==> config.mk <==
export PLATFORM = sky130hd
export DESIGN_NAME = crc32_msg_framer
export DESIGN_NICKNAME = d
export VERILOG_FILES = /design/src/rtl/crc_pkg.sv /design/src/rtl/crc_word_fifo.sv /design/src/rtl/crc32_msg_framer.sv
export SDC_FILE = /design/constraint.sdc
export NUM_CORES = 1
export LEC_CHECK = 0
export CORE_MARGIN = 3
export CORE_UTILIZATION = 55
export DETAILED_ROUTE_END_ITERATION = 10
export MAX_ROUTING_LAYER = met4
export PLACE_DENSITY_LB_ADDON = 0.12
export SKIP_CTS_REPAIR_TIMING = 1
export SYNTH_ARGS = -nofsm -noshare
export SYNTH_HDL_FRONTEND = slang
export SYNTH_SLANG_ARGS = --single-unit
==> constraint.sdc <==
create_clock -name clk_i -period 4.3 [get_ports clk_i]
set_input_delay 0.86 -clock clk_i [delete_from_list [all_inputs] [get_ports clk_i]]
set_output_delay 0.86 -clock clk_i [all_outputs]
set_load 0.03 [all_outputs]
==> src/rtl/crc_pkg.sv <==
// rtl/crc_pkg.sv - shared constants and types for the CRC-32 message framer
// Contents: CRC_W, default generator polynomial, INIT/XOROUT conditioning
// constants, the framer FSM state enum, the FIFO entry struct and a one-bit
// CRC step helper.
// Optional feature macro: CRC32_FRAMER_XOROUT_EN selects CRC-32/BZIP2
// conditioning (INIT = XOROUT = 0xFFFFFFFF); otherwise both are zero and the
// result is the raw remainder mod G.
package crc_pkg;

    localparam int CRC_W = 32;

    localparam logic [CRC_W-1:0] CRC_POLY_DEFAULT = 32'h04C11DB7;

`ifdef CRC32_FRAMER_XOROUT_EN
    localparam logic [CRC_W-1:0] CRC_INIT   = 32'hFFFF_FFFF;
    localparam logic [CRC_W-1:0] CRC_XOROUT = 32'hFFFF_FFFF;
`else
    localparam logic [CRC_W-1:0] CRC_INIT   = 32'h0000_0000;
    localparam logic [CRC_W-1:0] CRC_XOROUT = 32'h0000_0000;
`endif

    typedef enum logic [1:0] {
        IDLE  = 2'd0,
        SHIFT = 2'd1,
        WAIT  = 2'd2,
        DONE  = 2'd3
    } state_t;

    typedef struct packed {
        logic             last;
        logic [CRC_W-1:0] data;
    } fifo_entry_t;

    // One message bit folded into the remainder, MSB-first, non-reflected.
    function automatic logic [CRC_W-1:0] crc_step(
        input logic [CRC_W-1:0] crc,
        input logic             b,
        input logic [CRC_W-1:0] poly
    );
        logic fb;
        fb = crc[CRC_W-1] ^ b;
        return {crc[CRC_W-2:0], 1'b0} ^ (fb ? poly : '0);
    endfunction

endpackage

==> src/rtl/crc_word_fifo.sv <==
// rtl/crc_word_fifo.sv - registered word FIFO holding {last, data} entries
// Ports:
//   clk_i, rst_i   clock (rising edge), asynchronous active-high reset (flushes)
//   wr_en_i        write request; ignored while full
//   wr_data_i      entry to write
//   full_o         DEPTH entries stored
//   rd_en_i        pop request; ignored while empty
//   rd_data_o      head entry (valid while !empty_o)
//   empty_o        no entries stored
module crc_word_fifo
    import crc_pkg::*;
#(
    parameter int DEPTH = 4
) (
    input  logic        clk_i,
    input  logic        rst_i,
    input  logic        wr_en_i,
    input  fifo_entry_t wr_data_i,
    output logic        full_o,
    input  logic        rd_en_i,
    output fifo_entry_t rd_data_o,
    output logic        empty_o
);

    localparam int AW = $clog2(DEPTH);

    fifo_entry_t   mem_q [DEPTH];
    logic [AW-1:0] wr_ptr_q;
    logic [AW-1:0] rd_ptr_q;
    logic [AW:0]   count_q;
    logic          do_wr;
    logic          do_rd;

    assign full_o    = (count_q == (AW+1)'(DEPTH));
    assign empty_o   = (count_q == '0);
    assign do_wr     = wr_en_i && !full_o;
    assign do_rd     = rd_en_i && !empty_o;
    assign rd_data_o = mem_q[rd_ptr_q];

    // Storage carries no reset; occupancy is tracked by count_q alone.
    always_ff @(posedge clk_i) begin
        if (do_wr) begin
            mem_q[wr_ptr_q] <= wr_data_i;
        end
    end

    // DEPTH is a power of two, so pointers wrap naturally.
    always_ff @(posedge clk_i or posedge rst_i) begin
        if (rst_i) begin
            wr_ptr_q <= '0;
            rd_ptr_q <= '0;
            count_q  <= '0;
        end else begin
            if (do_wr) wr_ptr_q <= wr_ptr_q + 1'b1;
            if (do_rd) rd_ptr_q <= rd_ptr_q + 1'b1;
            case ({do_wr, do_rd})
                2'b10:   count_q <= count_q + 1'b1;
                2'b01:   count_q <= count_q - 1'b1;
                default: count_q <= count_q;
            endcase
        end
    end

endmodule

==> src/rtl/crc32_msg_framer.sv <==
// rtl/crc32_msg_framer.sv - buffers message words and returns one CRC-32 per message
// Ports:
//   clk_i, rst_i    clock (rising edge), asynchronous active-high reset
//   s_valid_i       input word valid
//   s_data_i        message word, bit 31 processed first
//   s_last_i        word closes its message
//   s_ready_o       input FIFO not full
//   crc_valid_o     crc_o holds a finished message CRC
//   crc_o           final CRC (zero when no result is pending)
//   crc_ready_i     consumer takes the CRC
//   busy_o          message in progress or result pending
// Optional feature macro: CRC32_FRAMER_XOROUT_EN (see crc_pkg).
module crc32_msg_framer
    import crc_pkg::*;
#(
    parameter int               FIFO_DEPTH = 4,
    parameter logic [CRC_W-1:0] POLY       = CRC_POLY_DEFAULT
) (
    input  logic             clk_i,
    input  logic             rst_i,
    input  logic             s_valid_i,
    input  logic [CRC_W-1:0] s_data_i,
    input  logic             s_last_i,
    output logic             s_ready_o,
    output logic             crc_valid_o,
    output logic [CRC_W-1:0] crc_o,
    input  logic             crc_ready_i,
    output logic             busy_o
);

    localparam int CNT_W = $clog2(CRC_W);

    state_t           state_q;
    state_t           state_nx;
    logic [CRC_W-1:0] crc_q;
    logic [CRC_W-1:0] shift_q;
    logic             last_q;
    logic [CNT_W-1:0] cnt_q;

    fifo_entry_t      wr_entry;
    fifo_entry_t      head;
    logic             fifo_full;
    logic             fifo_empty;
    logic             pop;
    logic             load_first;

    assign wr_entry = {s_last_i, s_data_i};

    crc_word_fifo #(
        .DEPTH (FIFO_DEPTH)
    ) u_fifo (
        .clk_i     (clk_i),
        .rst_i     (rst_i),
        .wr_en_i   (s_valid_i),
        .wr_data_i (wr_entry),
        .full_o    (fifo_full),
        .rd_en_i   (pop),
        .rd_data_o (head),
        .empty_o   (fifo_empty)
    );

    always_comb begin
        state_nx   = state_q;
        pop        = 1'b0;
        load_first = 1'b0;
        case (state_q)
            IDLE: begin
                if (!fifo_empty) begin
                    pop        = 1'b1;
                    load_first = 1'b1;
                    state_nx   = SHIFT;
                end
            end
            SHIFT: begin
                // Reloading on the final-bit edge keeps back-to-back words bubble-free.
                if (cnt_q == '0) begin
                    if (last_q) begin
                        state_nx = DONE;
                    end else if (!fifo_empty) begin
                        pop = 1'b1;
                    end else begin
                        state_nx = WAIT;
                    end
                end
            end
            WAIT: begin
                if (!fifo_empty) begin
                    pop      = 1'b1;
                    state_nx = SHIFT;
                end
            end
            DONE: begin
                if (crc_ready_i) state_nx = IDLE;
            end
            default: state_nx = IDLE;
        endcase
    end

    always_ff @(posedge clk_i or posedge rst_i) begin
        if (rst_i) begin
            state_q <= IDLE;
        end else begin
            state_q <= state_nx;
        end
    end

    always_ff @(posedge clk_i or posedge rst_i) begin
        if (rst_i) begin
            crc_q   <= '0;
            shift_q <= '0;
            last_q  <= 1'b0;
            cnt_q   <= '0;
        end else begin
            if (load_first) begin
                crc_q <= CRC_INIT;
            end else if (state_q == SHIFT) begin
                crc_q <= crc_step(crc_q, shift_q[CRC_W-1], POLY);
            end

            if (pop) begin
                shift_q <= head.data;
                last_q  <= head.last;
                cnt_q   <= CNT_W'(CRC_W - 1);
            end else if (state_q == SHIFT) begin
                shift_q <= {shift_q[CRC_W-2:0], 1'b0};
                cnt_q   <= cnt_q - 1'b1;
            end
        end
    end

    assign s_ready_o   = !fifo_full;
    assign crc_valid_o = (state_q == DONE);
    assign crc_o       = crc_valid_o ? (crc_q ^ CRC_XOROUT) : '0;
    assign busy_o      = (state_q != IDLE);

endmodule

# Yosys cells after proc, flatten, opt, wreduce, memory -nomap -nowiden
# Memory sizes are Yosys's and may differ from the RTL's.
# Index checks and enable logic that the tools add are counted.
[word_totals]
mem_bits_rw = 132
word_cells = 61
memories = 1
romBits = 0
regBits = 79
latch_bits = 0
[op_classes]
shift = 0
add_sub_neg = 5
div_mod_pow = 0
muxes = 22
n_reduce_logical = 13
multipliers = 0
eq_ne = 10
bitwise = 2
magnitude_cmp = 0
[mem_list]
columns = ["name", "depth", "width", "rd", "rd_clocked_by_memory_dff", "write_ports", "line_no", "text"]
rows = [
  ["u_fifo.mem_q", 4, 33, 1, 0, 1, "crc_word_fifo.sv:27", "fifo_entry_t mem_q [DEPTH];"],
]
[op_table]
columns = ["cell", "count"]
rows = [
  ["two-way mux 32 bit", 5],
  ["bitwise XOR 32 x 27 -> 32 bit", 1],
  ["two-way mux 27 bit", 1],
  ["two-way mux 2 bit", 5],
  ["two-way mux 5 bit", 2],
  ["nonzero test 2 bit", 4],
  ["equality test 2 bit (second input constant)", 3],
  ["two-way mux 1 bit", 6],
  ["one-hot mux 2 bit (3 select lines)", 1],
  ["one-hot mux 3 bit (2 select lines)", 1],
  ["zero test 5 bit", 1],
  ["subtractor 5 x 1 -> 5 bit (second input constant)", 1],
  ["adder 2 x 1 -> 2 bit (second input constant)", 2],
  ["equality test 2 x 1 -> 1 bit (second input constant)", 2],
  ["inequality test 2 bit (second input constant)", 2],
  ["AND reduction 4 bit", 1],
  ["adder 3 x 1 -> 3 bit (second input constant)", 1],
  ["equality test 3 bit (second input constant)", 1],
  ["zero test 3 bit", 1],
  ["inequality test 3 bit (second input constant)", 1],
  ["subtractor 3 x 1 -> 3 bit (second input constant)", 1],
  ["logical AND 1 bit", 2],
  ["zero test 1 bit", 2],
  ["zero test 2 bit", 1],
  ["other kinds (4)", 4],
]

# Depth between registers and ports, before layout
[logic_depth]
word_depth = 8
ltp_mapped = 12
mapped_depth_nobuf = 11

# Cells and area by module
# From an unflattened synthesis, not the netlist that was laid out.
[unflattened]
hier_cells = 577
area_unflattened_um2 = 9286.4
[modules_own_cells]
columns = ["module", "seq_area_each_um2", "area_per_inst_um2", "instances", "cells_per_inst"]
rows = [
  ["crc_word_fifo", 4139.0, 5242.5, 1, 211],
  ["crc32_msg_framer", 1801.7, 4043.9, 1, 366],
]

# Worst setup path after synthesis
# OpenSTA, ideal clock, no wires.
[synth_path]
path_type = "reg2reg"
startpoint = "register cnt_q[0]"
endpoint = "register u_fifo.count_q[2]"
n_path_buf = 1
synth_period_minus_slack_ps = 2679
required_time_ps = 4221
setup_slack_ps = 1621
path_stages_with_launch = 13
arrival_ps = 2600
path_cell_list = "dfrtp_1 > inv_1 > ha_1 > or4b_4 > a211o_2 > buf_6 > inv_1 > ha_1 > inv_1 > fa_1 > xor2_1 > nor2_1 > xor2_1"
[synth_between]
elab_chain_cells = 6
word_cells_on_any_way = 8
classes_between = "eq/ne (2); mux (3); reduce/logical (3)"
[synth_rtl]
columns = ["element", "line_no", "text"]
rows = [
  ["start: declaration", "crc32_msg_framer.sv:38", "logic [CNT_W-1:0] cnt_q;"],
  ["start signal: assignment", "crc32_msg_framer.sv:123", "cnt_q <= CNT_W'(CRC_W - 1);"],
  ["start signal: assignment", "crc32_msg_framer.sv:126", "cnt_q <= cnt_q - 1'b1;"],
  ["zero test 5 bit (*)", "crc32_msg_framer.sv:76", "if (cnt_q == '0) begin"],
  ["two-way mux 1 bit (*)", "crc32_msg_framer.sv:76", ""],
  ["one-hot mux 1 bit (2 select lines) (*)", "crc32_msg_framer.sv:66", "case (state_q)"],
  ["logical AND 1 bit (*)", "crc_word_fifo.sv:37", "assign do_rd = rd_en_i && !empty_o;"],
  ["net u_fifo.do_rd", "crc_word_fifo.sv:32", "logic do_rd;"],
  ["equality test 2 x 1 -> 1 bit / equality test 2 bit (equally long branches)", "crc_word_fifo.sv:56", "case ({do_wr, do_rd})"],
  ["one-hot mux 3 bit (2 select lines) / nonzero test 2 bit (equally long branches)", "n/a", ""],
  ["end signal: assignment", "crc_word_fifo.sv:57", "2'b10: count_q <= count_q + 1'b1;"],
  ["end signal: assignment", "crc_word_fifo.sv:58", "2'b01: count_q <= count_q - 1'b1;"],
  ["end signal: assignment", "crc_word_fifo.sv:59", "default: count_q <= count_q;"],
  ["end: declaration", "crc_word_fifo.sv:30", "logic [AW:0] count_q;"],
]
# Mark *: on every way through the listed nets, which the timed path passes. The rest lies on a longest branch.
# A chain may end at the register's enable or synchronous reset.

# Worst setup path in the final report
[layout_path]
startpoint = "register state_q[0]"
endpoint = "output port crc_o[25]"
[layout_between]
elab_chain_cells = 2
[layout_rtl]
columns = ["element", "line_no", "text"]
rows = [
  ["start: declaration", "crc32_msg_framer.sv:33", "state_t state_q;"],
  ["start signal: assignment", "crc32_msg_framer.sv:103", "state_q <= state_nx;"],
  ["equality test 2 bit", "crc32_msg_framer.sv:132", "assign crc_valid_o = (state_q == DONE);"],
  ["two-way mux 32 bit", "crc32_msg_framer.sv:133", "assign crc_o = crc_valid_o ? (crc_q ^ CRC_XOROUT) : '0;"],
  ["end: declaration", "crc32_msg_framer.sv:26", "output logic [CRC_W-1:0] crc_o,"],
]
# No other way between the ends.

==> flow_summary_export.csv <==
group,metric,value,unit
clock_tree,h-tree-depth,1,
clock_tree,tritoncts_clock_tree,"built",
worst_setup_path,crit_arrival,2.51,ns
timing,measured_slew_at_the_worst_slew_check_pin,1.06,ns
worst_setup_path,max_stage_delay,1.04,ns
power_and_ir_drop,power.share.switching,28.4,%
layout,drive_above_1_share,23.0,%
synthesis,synth.cell_area,8950,um^2
detailed_routing,detailed_route_wire_length_per_cell,19.3,um
detailed_routing,initialDrtViolationCount,256,
placement,dpl_cell_area,9750,um^2
run,cap_violations,0,
floorplanning,core,15900,um^2
timing,setup_viol,0,
global_route,grt_use_total,18.2,%
layout,area_growth_syn_to_layout,16.8,%
worst_setup_path,crit_path_top_delay_cell,"sky130_fd_sc_hd__dfrtp_1",
detailed_routing,remaining_drc_errors,0,
synthesis,asyncSetResetFlopFracSynth,37.4,%
power_and_ir_drop,internal_power,4.93,mW
layout,antennaDiodeCount,0,
floorplanning,floorplan.io_pins,72,
clock_tree,total_clock_buffers_created_by_cts,23,
floorplanning,dieWidth,134,um
clock_tree,cts-root-to-sink-buffers,3,
synthesis,syn_inst,490,
timing,hold_violations,0,
clock_tree,cts_sinks,211,
layout,finalNetCount,607,
timing,unrepaired_setup_endpoints_after_global_routing,"false",
synthesis,number_of_warnings_issued_by_yosys,0,
global_route,initial_antenna_violation_count,0,
power_and_ir_drop,pwr-share-comb,27.5,%
synthesis,synthesized_area_per_cell,18.3,um^2
power_and_ir_drop,clock_power_share,26.5,%
worst_setup_path,worst_ep_required_time,3.44,ns
power_and_ir_drop,vdd_ir_drop_max,0.383,mV
worst_setup_path,path_max_fanout,43,
detailed_routing,final_antenna_net_count,0,
timing,finalSetupTns,0,ns
synthesis,ys.flop_type,"sky130_fd_sc_hd__edfxtp_1",
timing,layout_min_cycle_time,3.37,ns
worst_setup_path,worst_setup_path_start_kind,"flop",
power_and_ir_drop,total_switching_power,1.95,mW
floorplanning,dieArea,17800,um^2
floorplanning,start_util,56.4,%
timing,relSlewSlack,29.6,%
layout,fin_area,10500,um^2
detailed_routing,detail_route.first_pass.iterations,4,
floorplanning,number_of_core_rows,46,
synthesis,count_of_cell_types_in_the_netlist,41,
placement,place_hpwl,8.99,mm
synthesis,synth_sequential_area_ratio,66.3,%
run_status,outcome,"completed",
synthesis,postSynthNetCount,535,
clock_tree,cts-root-buf,"sky130_fd_sc_hd__clkbuf_16",
power_and_ir_drop,p_leak,4.28,nW
floorplanning,dieHeight,134,um
detailed_routing,route.detailed.vias_per_inst,5.71,
placement,finalWeightedCongestion,0.762,
timing,final_max_slew_viol_count,0,
worst_setup_path,critical_path.endpoint_type,"output port",
worst_setup_path,critical_path.top_delay_family,"flip-flops",
layout,fraction_of_the_core_area_covered_by_cells_at_the_end_of_the_flow,65.8,%
synthesis,synth-edff-count,132,
clock_tree,clk_transition_reported_paths,0.06,ns
timing,clock_skew,0.0219,ns
global_route,first_pass_grt_wire_length,24.9,mm
power_and_ir_drop,seq_power_share,45.9,%
worst_setup_path,path_buf_inv,1,
global_route,vias_in_the_first_global_route,4694,
worst_setup_path,timing.setup.critical_path_class,"reg -> out",
synthesis,synth_seq_cells,211,
global_route,grt_start_max_net_pins,44,
detailed_routing,wirelength,15.3,mm
timing,achievable-frequency,297,MHz
clock_tree,worst_skew_pair.late_latency,0.50,ns
worst_setup_path,path_cells,"and3_1 -> clkdlybuf4s50_1",
placement,numPortBuffers,71,
power_and_ir_drop,power_density,658,nW/um^2
hold_path,timing.hold.worst.class,"reg -> reg",
global_route,grt_remaining_overflow,0,
detailed_routing,dr_total_vias,4541,
timing,fin_crit_sh,78.4,%
==> logic make-up after synthesis <==
| family | count (synthesis) | share of synthesized area (%) |
|---|---|---|
| compound gates | 46 | 4.25 |
| xor+xnor | 20 | 1.96 |
| fa+ha+maj | 8 | 1.20 |
| buf+inv | 44 | 3.48 |
| flops | 211 | 66.3 |
| mux | 98 | 18.4 |
| simple gates | 63 | 4.32 |
==> Yosys cell counts, drive strengths merged (2+ instances only) <==
master / instances / area, um^2
o31ai: 2 / 15.0
nand3: 2 / 10.0
mux2: 65 / 856
mux4: 33 / 796
nand2: 5 / 18.8
a22o: 32 / 280
dfrtp: 79 / 1980
edfxtp: 132 / 3960
o211ai: 2 / 15.0
xor2: 17 / 149
clkbuf: 22 / 153
nor2: 2 / 7.51
or2: 2 / 12.5
nor2b: 2 / 12.5
and2: 3 / 18.8
xnor2: 3 / 26.3
or3: 2 / 12.5
ha: 7 / 87.6
buf: 11 / 118
nor3: 2 / 10.0
inv: 11 / 41.3
o21ai: 4 / 20.0
and3: 37 / 233
==> layout by cell type (no fill, tap or decap), types with 2 or more instances in the layout <==
cell | synthesis | layout
sky130_fd_sc_hd__mux4_1 | 14 | 14
sky130_fd_sc_hd__xor2_1 | 17 | 17
sky130_fd_sc_hd__o211ai_1 | 2 | 2
sky130_fd_sc_hd__buf_4 | 0 | 8
sky130_fd_sc_hd__or2_2 | 2 | 2
sky130_fd_sc_hd__nor3_1 | 2 | 2
sky130_fd_sc_hd__edfxtp_1 | 132 | 132
sky130_fd_sc_hd__or3_1 | 2 | 2
sky130_fd_sc_hd__mux4_2 | 19 | 19
sky130_fd_sc_hd__dfrtp_1 | 79 | 77
sky130_fd_sc_hd__nand2_1 | 5 | 5
sky130_fd_sc_hd__inv_1 | 11 | 10
sky130_fd_sc_hd__clkbuf_1 | 15 | 11
sky130_fd_sc_hd__xnor2_1 | 3 | 3
sky130_fd_sc_hd__nor2_1 | 2 | 2
sky130_fd_sc_hd__mux2_2 | 32 | 32
sky130_fd_sc_hd__nand3_1 | 2 | 2
sky130_fd_sc_hd__and3_1 | 36 | 36
sky130_fd_sc_hd__clkdlybuf4s50_1 | 0 | 71
sky130_fd_sc_hd__clkinv_1 | 0 | 2
sky130_fd_sc_hd__a22o_1 | 32 | 32
sky130_fd_sc_hd__clkbuf_16 | 0 | 23
sky130_fd_sc_hd__o31ai_1 | 2 | 2
sky130_fd_sc_hd__mux2_4 | 33 | 33
sky130_fd_sc_hd__and2_1 | 3 | 3
sky130_fd_sc_hd__clkbuf_8 | 7 | 2
sky130_fd_sc_hd__ha_1 | 7 | 7
sky130_fd_sc_hd__dfrtp_2 | 0 | 2
sky130_fd_sc_hd__inv_6 | 0 | 2
sky130_fd_sc_hd__o21ai_0 | 4 | 4
==> sequential cells by signal (all words and copies together), names as in the netlist <==
signal and count:
u_fifo.mem_q 132, crc_q 32, shift_q 32, cnt_q 5, u_fifo.count_q 3, state_q 2, u_fifo.rd_ptr_q 2, u_fifo.wr_ptr_q 2
last_q 1
==> metrics by stage <==
step,std cells,setup WS [ns],hold WS (ns),power [mW]
CTS,795,0.934,0.521,6.97
floorplan,490,1.42,0.480,4.66
global route,795,0.782,0.536,7.28
detailed placement,753,1.46,0.506,5.13
finish,795,0.930,0.520,6.89
global placement,753,1.57,0.499,5.03
==> metal layers <==
layer,GRT usage [%],up-vias,wire (um)
met5,-,-,0
met4,4.46,0,256
met3,3.13,26,451
met2,30.0,69,7890
met1,24.0,2378,6720
li1,-,2068,-
==> path summary, 6_finish.rpt <==
| check | startpoint | endpoint | slack, ns | cells after the start |
|---|---|---|---|---|
| max | state_q[0]$_DFFE_PP0P_ | crc_o[25] | 0.93 | 2 |
| min | cnt_q[0]$_DFFE_PP0P_ | cnt_q[0]$_DFFE_PP0P_ | 0.52 | 2 |
| max reg2reg | state_q[0]$_DFFE_PP0P_ | shift_q[8]$_DFFE_PP0P_ | 1.52 | 3 |
| min reg2reg | cnt_q[0]$_DFFE_PP0P_ | cnt_q[0]$_DFFE_PP0P_ | 0.52 | 2 |
| max in group asynchronous | rst_i | u_fifo.rd_ptr_q[1]$_DFFE_PP0P_ | 2.69 | 3 |
| min in group asynchronous | rst_i | crc_q[28]$_DFFE_PP0P_ | 0.88 | 2 |
==> power groups by stage <==
stage,Sequential (mW),Combinational (mW),Clock [mW]
global route,3.23,2.08,1.96
global placement,3.17,1.86,0
detailed placement,3.20,1.92,0
CTS,3.17,1.94,1.87
finish,3.16,1.90,1.83
floorplan,3.02,1.65,0
==> layout make-up <==
cell class / instances / area, um^2
sequential: 211 / 5940
fill: 1123 / 5430
multi-input combinational: 235 / 2710
timing repair buffer: 80 / 791
clock buffer: 36 / 644
tap: 216 / 270
clock inverter: 6 / 60.1
inverter: 11 / 41.3
==> worst reg2reg max path: stages, from the launching register on <==
cell and delay [ns]:
sky130_fd_sc_hd__dfrtp_1 1.04, sky130_fd_sc_hd__nor2b_4 0.93, sky130_fd_sc_hd__mux2_2 0.44, sky130_fd_sc_hd__mux2_4 0.27
Note: power is estimated with default switching activity, not from simulation.
